$ cat config.mk
export PLATFORM = sky130hd
export DESIGN_NAME = mem_arbiter_flat
export DESIGN_NICKNAME = d
export VERILOG_FILES = /design/src/rtl/mem_arb_pkg.sv /design/src/rtl/mem_arb_if.sv /design/src/rtl/mem_arb_pick.sv /design/src/rtl/mem_arbiter.sv /design/src/flat_wrapper.sv
export SDC_FILE = /design/constraint.sdc
export NUM_CORES = 1
export LEC_CHECK = 0
export BUFFER_PORTS_ARGS = -buffer_cell sky130_fd_sc_hd__buf_2
export CAP_MARGIN = 20
export CORE_ASPECT_RATIO = 1.75
export CORE_MARGIN = 2
export CORE_UTILIZATION = 35
export CTS_CLUSTER_DIAMETER = 80
export DETAILED_ROUTE_END_ITERATION = 8
export PLACE_DENSITY = 0.72
export SKIP_CTS_REPAIR_TIMING = 1
export SYNTH_ARGS = -nofsm -noshare
export SYNTH_HDL_FRONTEND = slang
export SYNTH_HIERARCHICAL = 1
export SYNTH_SLANG_ARGS = --single-unit
$ cat constraint.sdc
create_clock -name clk -period 2.9 [get_ports clk]
set_input_delay 0.29 -clock clk [delete_from_list [all_inputs] [get_ports clk]]
set_output_delay 0.29 -clock clk [all_outputs]
set_load 0.02 [all_outputs]
$ cat src/rtl/mem_arb_pkg.sv
// Shared types for the data-memory arbiter: FSM states, op encoding, index width helper.
package mem_arb_pkg;

  typedef enum logic [1:0] {
    IDLE  = 2'd0,
    ISSUE = 2'd1,
    RESP  = 2'd2
  } state_e;

  typedef enum logic {
    OP_LOAD  = 1'b0,
    OP_WRITE = 1'b1
  } op_e;

  function automatic int idxWidth(input int n);
    return (n > 1) ? $clog2(n) : 1;
  endfunction

  localparam int NCORES_DEF = 2;
  localparam int IDXW       = idxWidth(NCORES_DEF);

endpackage

$ cat src/rtl/mem_arb_if.sv
// Core-side load/store bus plus the DataMEM strobe/data bus seen by the arbiter.
interface mem_arb_if #(
   parameter int Ncores = 2,
   parameter int Lmem   = 8,
   parameter int TAM    = 16
);
   logic [Ncores-1:0]     coreLoad;
   logic [Ncores-1:0]     coreWrite;
   logic [Ncores*TAM-1:0] coreADDR;
   logic [Ncores*TAM-1:0] coreIN;
   logic [Ncores*TAM-1:0] coreOUT;
   logic [Ncores-1:0]     coreReady;
   logic [Lmem-1:0]       memADDR;
   logic [TAM-1:0]        memIN;
   logic                  memLoad;
   logic                  memWrite;
   logic [TAM-1:0]        memOUT;

   // Arbiter view
   modport slave (
      input  coreLoad, coreWrite, coreADDR, coreIN, memOUT,
      output coreOUT, coreReady, memADDR, memIN, memLoad, memWrite
   );

   // Environment view: cores plus memory
   modport master (
      output coreLoad, coreWrite, coreADDR, coreIN, memOUT,
      input  coreOUT, coreReady, memADDR, memIN, memLoad, memWrite
   );
endinterface

$ cat src/rtl/mem_arb_pick.sv
// Combinational winner select. MEMARB_ROUNDROBIN_EN: search starts at ptr; otherwise lowest index wins.
module mem_arb_pick
   import mem_arb_pkg::*;
#(
   parameter int Ncores = 2,
   parameter int IW     = idxWidth(Ncores)
) (
   input  logic [Ncores-1:0] req,
`ifdef MEMARB_ROUNDROBIN_EN
   input  logic [IW-1:0]     ptr,
`endif
   output logic [IW-1:0]     win,
   output logic              any
);

   always_comb begin
      int idx;
      idx = 0;
      win = '0;
      any = |req;
      // Walk the search order backwards so the first hit in order is the last assignment
      for (int k = Ncores - 1; k >= 0; k--) begin
`ifdef MEMARB_ROUNDROBIN_EN
         idx = (int'(ptr) + k) % Ncores;
`else
         idx = k;
`endif
         if (req[idx]) win = idx[IW-1:0];
      end
   end

endmodule

$ cat src/rtl/mem_arbiter.sv
// Shares one single-port DataMEM among Ncores load/store ports, one transaction per 3 cycles.
// Optional MEMARB_ROUNDROBIN_EN selects round-robin instead of fixed lowest-index priority.
module mem_arbiter
   import mem_arb_pkg::*;
#(
   parameter int Ncores = 2,
   parameter int Lmem   = 8,
   parameter int TAM    = 16
) (
   input  logic     clk,
   input  logic     rst,
   mem_arb_if.slave bus
);

   localparam int IW = idxWidth(Ncores);

   state_e                      state;
   logic   [IW-1:0]             wSel;
   op_e                         opL;
   logic   [Ncores-1:0][TAM-1:0] outReg;
   logic   [Ncores-1:0]         readyR;
   logic   [Lmem-1:0]           addrR;
   logic   [TAM-1:0]            dataR;
   logic                        loadR;
   logic                        writeR;

   logic   [Ncores-1:0]         req;
   logic   [IW-1:0]             win;
   logic                        any;
   op_e                         opSel;
   logic   [Lmem-1:0]           addrSel;
   logic   [TAM-1:0]            dataSel;

   assign req     = bus.coreLoad | bus.coreWrite;
   // Load+write together is a write
   assign opSel   = bus.coreWrite[win] ? OP_WRITE : OP_LOAD;
   assign addrSel = bus.coreADDR[win*TAM +: Lmem];
   assign dataSel = bus.coreIN[win*TAM +: TAM];

   generate
      if (TAM > Lmem) begin : gAddrHi
         // Upper address bits are don't-care: the address wraps modulo 2^Lmem
         logic unusedAddrHi;
         always_comb begin
            unusedAddrHi = 1'b0;
            for (int i = 0; i < Ncores; i++)
               unusedAddrHi = unusedAddrHi ^ (^bus.coreADDR[i*TAM+Lmem +: TAM-Lmem]);
         end
      end
   endgenerate

`ifdef MEMARB_ROUNDROBIN_EN
   logic [IW-1:0] ptr;

   mem_arb_pick #(.Ncores(Ncores), .IW(IW)) uPick (
      .req (req),
      .ptr (ptr),
      .win (win),
      .any (any)
   );
`else
   mem_arb_pick #(.Ncores(Ncores), .IW(IW)) uPick (
      .req (req),
      .win (win),
      .any (any)
   );
`endif

   always_ff @(posedge clk or negedge rst) begin
      if (!rst) begin
         state  <= IDLE;
         wSel   <= '0;
         opL    <= OP_LOAD;
         outReg <= '0;
         readyR <= '0;
         addrR  <= '0;
         dataR  <= '0;
         loadR  <= 1'b0;
         writeR <= 1'b0;
`ifdef MEMARB_ROUNDROBIN_EN
         ptr    <= '0;
`endif
      end else begin
         readyR <= '0;
         loadR  <= 1'b0;
         writeR <= 1'b0;
         case (state)
            IDLE: begin
               // A request still held during its own ready cycle counts as a new request
               if (any) begin
                  wSel   <= win;
                  opL    <= opSel;
                  addrR  <= addrSel;
                  dataR  <= dataSel;
                  writeR <= (opSel == OP_WRITE);
                  loadR  <= (opSel == OP_LOAD);
                  state  <= ISSUE;
`ifdef MEMARB_ROUNDROBIN_EN
                  if (int'(win) == Ncores - 1) ptr <= '0;
                  else                         ptr <= win + 1'b1;
`endif
               end
            end
            ISSUE: state <= RESP;
            RESP: begin
               // memOUT is valid this cycle for the load issued in ISSUE
               if (opL == OP_LOAD) outReg[wSel] <= bus.memOUT;
               readyR[wSel] <= 1'b1;
               state        <= IDLE;
            end
            default: state <= IDLE;
         endcase
      end
   end

   assign bus.coreOUT   = outReg;
   assign bus.coreReady = readyR;
   assign bus.memADDR   = addrR;
   assign bus.memIN     = dataR;
   assign bus.memLoad   = loadR;
   assign bus.memWrite  = writeR;

endmodule

$ cat src/flat_wrapper.sv
// flat-port wrapper written by rule: the top's interface ports become plain ports
module mem_arbiter_flat import mem_arb_pkg::*;
#(
   parameter int Ncores = 2,
   parameter int Lmem   = 8,
   parameter int TAM    = 16
)
  (clk, rst, bus_coreLoad, bus_coreWrite, bus_coreADDR, bus_coreIN, bus_memOUT, bus_coreOUT, bus_coreReady, bus_memADDR, bus_memIN, bus_memLoad, bus_memWrite);
  mem_arb_if #(.Ncores(Ncores), .Lmem(Lmem), .TAM(TAM)) bus_i ();
  input  logic clk;
  input  logic rst;
  input wire logic [$bits(bus_i.coreLoad)-1:0] bus_coreLoad;
  input wire logic [$bits(bus_i.coreWrite)-1:0] bus_coreWrite;
  input wire logic [$bits(bus_i.coreADDR)-1:0] bus_coreADDR;
  input wire logic [$bits(bus_i.coreIN)-1:0] bus_coreIN;
  input wire logic [$bits(bus_i.memOUT)-1:0] bus_memOUT;
  output wire logic [$bits(bus_i.coreOUT)-1:0] bus_coreOUT;
  output wire logic [$bits(bus_i.coreReady)-1:0] bus_coreReady;
  output wire logic [$bits(bus_i.memADDR)-1:0] bus_memADDR;
  output wire logic [$bits(bus_i.memIN)-1:0] bus_memIN;
  output wire logic [$bits(bus_i.memLoad)-1:0] bus_memLoad;
  output wire logic [$bits(bus_i.memWrite)-1:0] bus_memWrite;
  assign bus_i.coreLoad = bus_coreLoad;
  assign bus_i.coreWrite = bus_coreWrite;
  assign bus_i.coreADDR = bus_coreADDR;
  assign bus_i.coreIN = bus_coreIN;
  assign bus_i.memOUT = bus_memOUT;
  assign bus_coreOUT = bus_i.coreOUT;
  assign bus_coreReady = bus_i.coreReady;
  assign bus_memADDR = bus_i.memADDR;
  assign bus_memIN = bus_i.memIN;
  assign bus_memLoad = bus_i.memLoad;
  assign bus_memWrite = bus_i.memWrite;
  mem_arbiter #(.Ncores(Ncores), .Lmem(Lmem), .TAM(TAM)) u_core (.clk(clk), .rst(rst), .bus(bus_i));
endmodule
# Word level (Yosys, flattened, before mapping)
# Index checks and enable logic that the tools add are counted.
# totals
reg_bits	64
latch_bits	0
ram_bits	0
mem_bits_ro	0
in_bits	86
out_inout_bits	60
wordCells	43
n_memories	0
# classes
addsub	0
multipliers	0
n_div	0
magnitude_cmp	3
n_eq_ne	3
shifts	2
n_mux	17
n_bitwise	3
n_reduce_logical	5
# op_table
op	n
$bwmux W32	1
$shiftx A32 B6 Y16	1
$shiftx A32 B6 Y8	1
$demux W16 S1	1
$mux W16	1
$mux W1	10
$lt A1 B2 Y1 const B	2
$mux W2	2
$pmux W2 S2	1
$reduce_and A2 Y1	2
$eq A2 B1 Y1 const B	1
$eq A2 B2 Y1 const B	1
$logic_not A2 Y1	1
$ne A2 B1 Y1 const B	1
$not A1 Y1	2
$or A2 B2 Y2	1
$reduce_or A2 Y1	1
$demux W1 S1	1
$ge A1 B1 Y1 const B	1
$logic_and A1 B1 Y1	1

# Depth between registers and ports, before layout
# depth
depth_word	9
ltp_mapped	6
depth_no_buf	4

# Modules after synthesis
# Netlist, hierarchy kept.
# modules_own_cells
module	n_inst	cells_each	area_each_um2	seq_area_each_um2
mem_arbiter	1	167	2691.3	1601.5
mem_arb_pick	1	2	12.5	0.0

# Worst setup path before layout
# No wires, ideal clock.
# synth_path
path_kind	input port to flip-flop
startpoint	input port bus_coreWrite[0]
endpoint	register u_core.dataR[10] (netlist: u_core/bus.memIN[10])
setup_time_ps	125
t_arrival_ps	1652
t_required_ps	2775
path_slack_ps	1123
path_stages	6
path_buffers	2
path_cell_list	or2_2 -> nor2b_1 -> buf_2 -> buf_2 -> mux2_2 -> mux2_2
# synth_via
elab_chain_len	3
elab_cells_between_ends	5
cone_classes	1 x shift; 1 x mux; 1 x bitwise; 2 x reduce/logical
# synth_rtl
element	line_no	source
from (decl)	flat_wrapper.sv:13	input wire logic [$bits(bus_i.coreWrite)-1:0] bus_coreWrite;
$or A2 B2 Y2	mem_arbiter.sv:34	assign req = bus.coreLoad | bus.coreWrite;
$mux W1	mem_arb_pick.sv:28	if (req[idx]) win = idx[IW-1:0];
via u_core.win	mem_arbiter.sv:28	logic [IW-1:0] win;
$shiftx A32 B6 Y16	mem_arbiter.sv:38	assign dataSel = bus.coreIN[win*TAM +: TAM];
to (signal assigned)	mem_arbiter.sv:94	dataR <= dataSel;
to (decl)	mem_arbiter.sv:23	logic [TAM-1:0] dataR;
# The timed path passes the listed nets, and every way through them passes these cells.
# A chain may end at the register's enable or synchronous reset.

# Final worst setup path
# layout_path
startpoint	register u_core.state[0]
endpoint	register u_core.outReg (netlist bit u_core/bus.coreOUT[2])
# layout_via
elab_chain_len	2
# layout_rtl
element	line_no	source
from (decl)	mem_arbiter.sv:17	state_e state;
from (signal assigned)	mem_arbiter.sv:71	state <= IDLE;
from (signal assigned)	mem_arbiter.sv:97	state <= ISSUE;
from (signal assigned)	mem_arbiter.sv:104	ISSUE: state <= RESP;
$eq A2 B2 Y1	mem_arbiter.sv:87	case (state)
$reduce_and A2 Y1 (no line)	n/a	
to (signal, indexed assignment)	mem_arbiter.sv:107	if (opL == OP_LOAD) outReg[wSel] <= bus.memOUT;
to (decl)	mem_arbiter.sv:20	logic [Ncores-1:0][TAM-1:0] outReg;
# Every way passes these cells.

==> impl_results.md <==
* Post-route minimum period at ~1.5 ns
* Internal Power at ~0.0028 W
* Max Cap Violations at 0
* Seq/Total Area, Yosys at around three fifths
* Initial Util at 35.98%
* Crit Path Max Fanout at 16
* Layout Nets at about 390
* Sw frac at between 30% and 40%
* Hold Crit Class: input pin to async pin
* Peak VDD IR at 0.0005044 V
* Antenna Cells at 0
* CP max stage cell: dfrtp_1
* Synthesized Nets at 255
* Area grow syn2layout at 38.50%
* Overall Power at between 0.004 and 0.005 W
* DP HPWL at 4.234 mm
* Ys Warns at 6
* Max Slew Vio Count at 0
* Clock Latency Late Sink at around 0.32 ns
* CTS Buf Count at 9
* # DRC at 0
* Cell chain of the critical path: nor4b_4 > buf_4 > mux2_2
* Total Routing Usage GR at between 10 and 15%
* CP max stage delay at ~0.45 ns
* Fillers at between 600 and 700
* Clock power frac at a little under a quarter
* Comb pwr share at between 40% and 50%
* Die X at about 70 um
* Clock-pin slew on the worst setup and hold paths at around 0.050 ns
* Core area at between 0.007 and 0.008 mm2
* First-pass GRT wire length at approximately 9 mm
* Average size of a mapped cell at around 16 um2
* Synth Instances at 169
* Clock Path Buffers at 2
* Yosys top cell by area: dfrtp_1
* Fin Clk Skew at around 0.0026 ns
* Total grt overflow at 0
* Worst setup path class: register to register
* Vias at 1855
* DIE AREA at between 0.008 and 0.009 mm2
* Final setup TNS at 0 ns
* # clock sinks at 64
* CP arrival at 1.73 ns
* Startpoint types: register
* Antenna violations before repair at 0
* Area occupied by multi-input gates at between 0.001 and 0.0015 mm2
* Setup violations, final at 0
* Critical Path RT at around 3.1 ns
* Final Wtd Congestion at 0.7331
* Critical Path End Type: register
* Final period util at a little over half
* Largest net degree at the start of global routing at 65
* Most frequent cells in the layout: buf_2 (129), mux2_2 (80), dfrtp_1 (64)
* Most common cell after layout, fill and taps aside: buf_2
* Pwr/cell area at 1173 mW/mm2
* Number of cell rows at 42
* Pleak at roughly 1.9 nW
* Reg power frac at a little over a third
* Pre-Repair DR Iteration Count at 6
* Post-synthesis cell type count at 16
* #FFs+latches synth at 64
* Unrepaired setup endpoints after global routing: no
* Antenna Nets Post-Route at 0
* PortBufs at ~130
* Initial DRC Count at 64
* Synthesized cell area at about 0.0027 mm2
* Rel. slew slack at 47.27%
* Slew at the pin closest to its max-slew limit at approximately 0.79 ns
* Net Switching at 0.001556 W
* Vias per cell at 4.649
* Die Ht at between 100 and 150 um
* Root Driver: clkbuf_16
* Total wire length at 5.616 mm
* WL/cell at 14.08 um
* IO Count at 146
* Synth area leaders: dfrtp_1 (59%), mux2_2 (33%), buf_2 (0.93%), nor4b_4 (0.88%), buf_6 (0.83%)
* TritonCTS clock tree: built
* Status: finished, final reports clean
* Number of global-route vias before repair at between 1500 and 2000
* Layout cells sized above 1 at 75.56%
* H-tree depth at 3
* Endpoints failing hold at 0
* Highest clock rate at about 650 MHz
* FF+latch area at about 0.0016 mm2
* Share of the synthesized area in the top cell type at 59.23%
-- state kept, by name (all words and copies together) (netlist names) --
| register | count |
|---|---|
| u_core/wSel | 1 |
| u_core/state | 2 |
| u_core/bus.memWrite | 1 |
| u_core/bus.coreOUT | 32 |
| u_core/bus.memADDR | 8 |
| u_core/bus.coreReady | 2 |
| u_core/opL | 1 |
| u_core/bus.memIN | 16 |
| u_core/bus.memLoad | 1 |
-- worst paths after layout --
path / startpoint / cells after the start / slack, ns / to
max: u_core/state[0] / 3 / 1.37 / u_core/bus.coreOUT[2]
min: rst / 2 / 0.14 / u_core/bus.memIN[0]
max reg2reg: u_core/state[0] / 3 / 1.37 / u_core/bus.coreOUT[2]
min reg2reg: u_core/bus.memIN[10] / 1 / 0.50 / u_core/bus.memIN[10]
max in group asynchronous: rst / 2 / 2.24 / u_core/bus.coreOUT[20]
min in group clk: bus_memOUT[14] / 2 / 0.21 / u_core/bus.coreOUT[14]
-- logic make-up after synthesis --
kind of cell	count (synthesis)	share of synthesized area, %
flip-flops	64	59.23
multiplexers	83	34.47
buffers and inverters	10	2.452
AND/OR/NAND/NOR	12	3.841
-- cells in the mapped netlist, drive strengths merged --
library cell / instances
dfrtp: 64
nor3b: 2
nor2b: 3
and4bb: 1
mux2i: 2
or2: 3
and3b: 1
buf: 9
inv: 1
mux2: 81
nor4b: 1
and2: 1
-- through the flow --
step | utilization, % | cell area (um2) | cells | hold WS [ns] | setup slack (ns)
after CTS | 49.83 | 3745 | 399 | 0.1633 | 1.339
final | 49.83 | 3745 | 399 | 0.1370 | 1.372
after detailed placement | 46.00 | 3457 | 384 | 0.4864 | 1.058
after floorplan | - | 2704 | 169 | -0.005591 | 1.123
after global placement | 46.00 | 3457 | 384 | 0.4736 | 1.091
after global routing | 49.83 | 3745 | 399 | 0.2042 | 1.295
-- power groups by stage --
stage	clock network, W	logic [W]	registers (W)
floorplan	0	0.000685	0.00209
global placement	0	0.00180	0.00156
detailed placement	0	0.00184	0.00159
CTS	0.00105	0.00184	0.00158
global route	0.00109	0.00192	0.00163
finish	0.00102	0.00180	0.00157
-- worst max-delay path, delay by kind of cell, from the launching register on --
family | cells | cell delay [ns]
buffers and inverters | 1 | 0.29
flip-flops | 1 | 0.45
AND/OR/NAND/NOR | 1 | 0.28
multiplexers | 1 | 0.37
-- area by class of cell --
cell class / count / area share (%)
Tap cell: 88 / 2.940
Timing Repair Buffer: 136 / 18.64
Clock inverter: 4 / 1.203
Sequential cell: 64 / 42.77
Multi-Input combinational cell: 95 / 27.87
Inverter: 1 / 0.1002
Clock buffer: 11 / 6.482
-- routing by layer --
metal	track usage [%]	vias to the layer above	wire [um]
met4	8.894	0	140
met5	0	-	0
met3	3.333	10	312
met1	14.18	901	1921
li1	-	874	-
met2	24.59	70	3241
(Power assumes the default switching activity.)
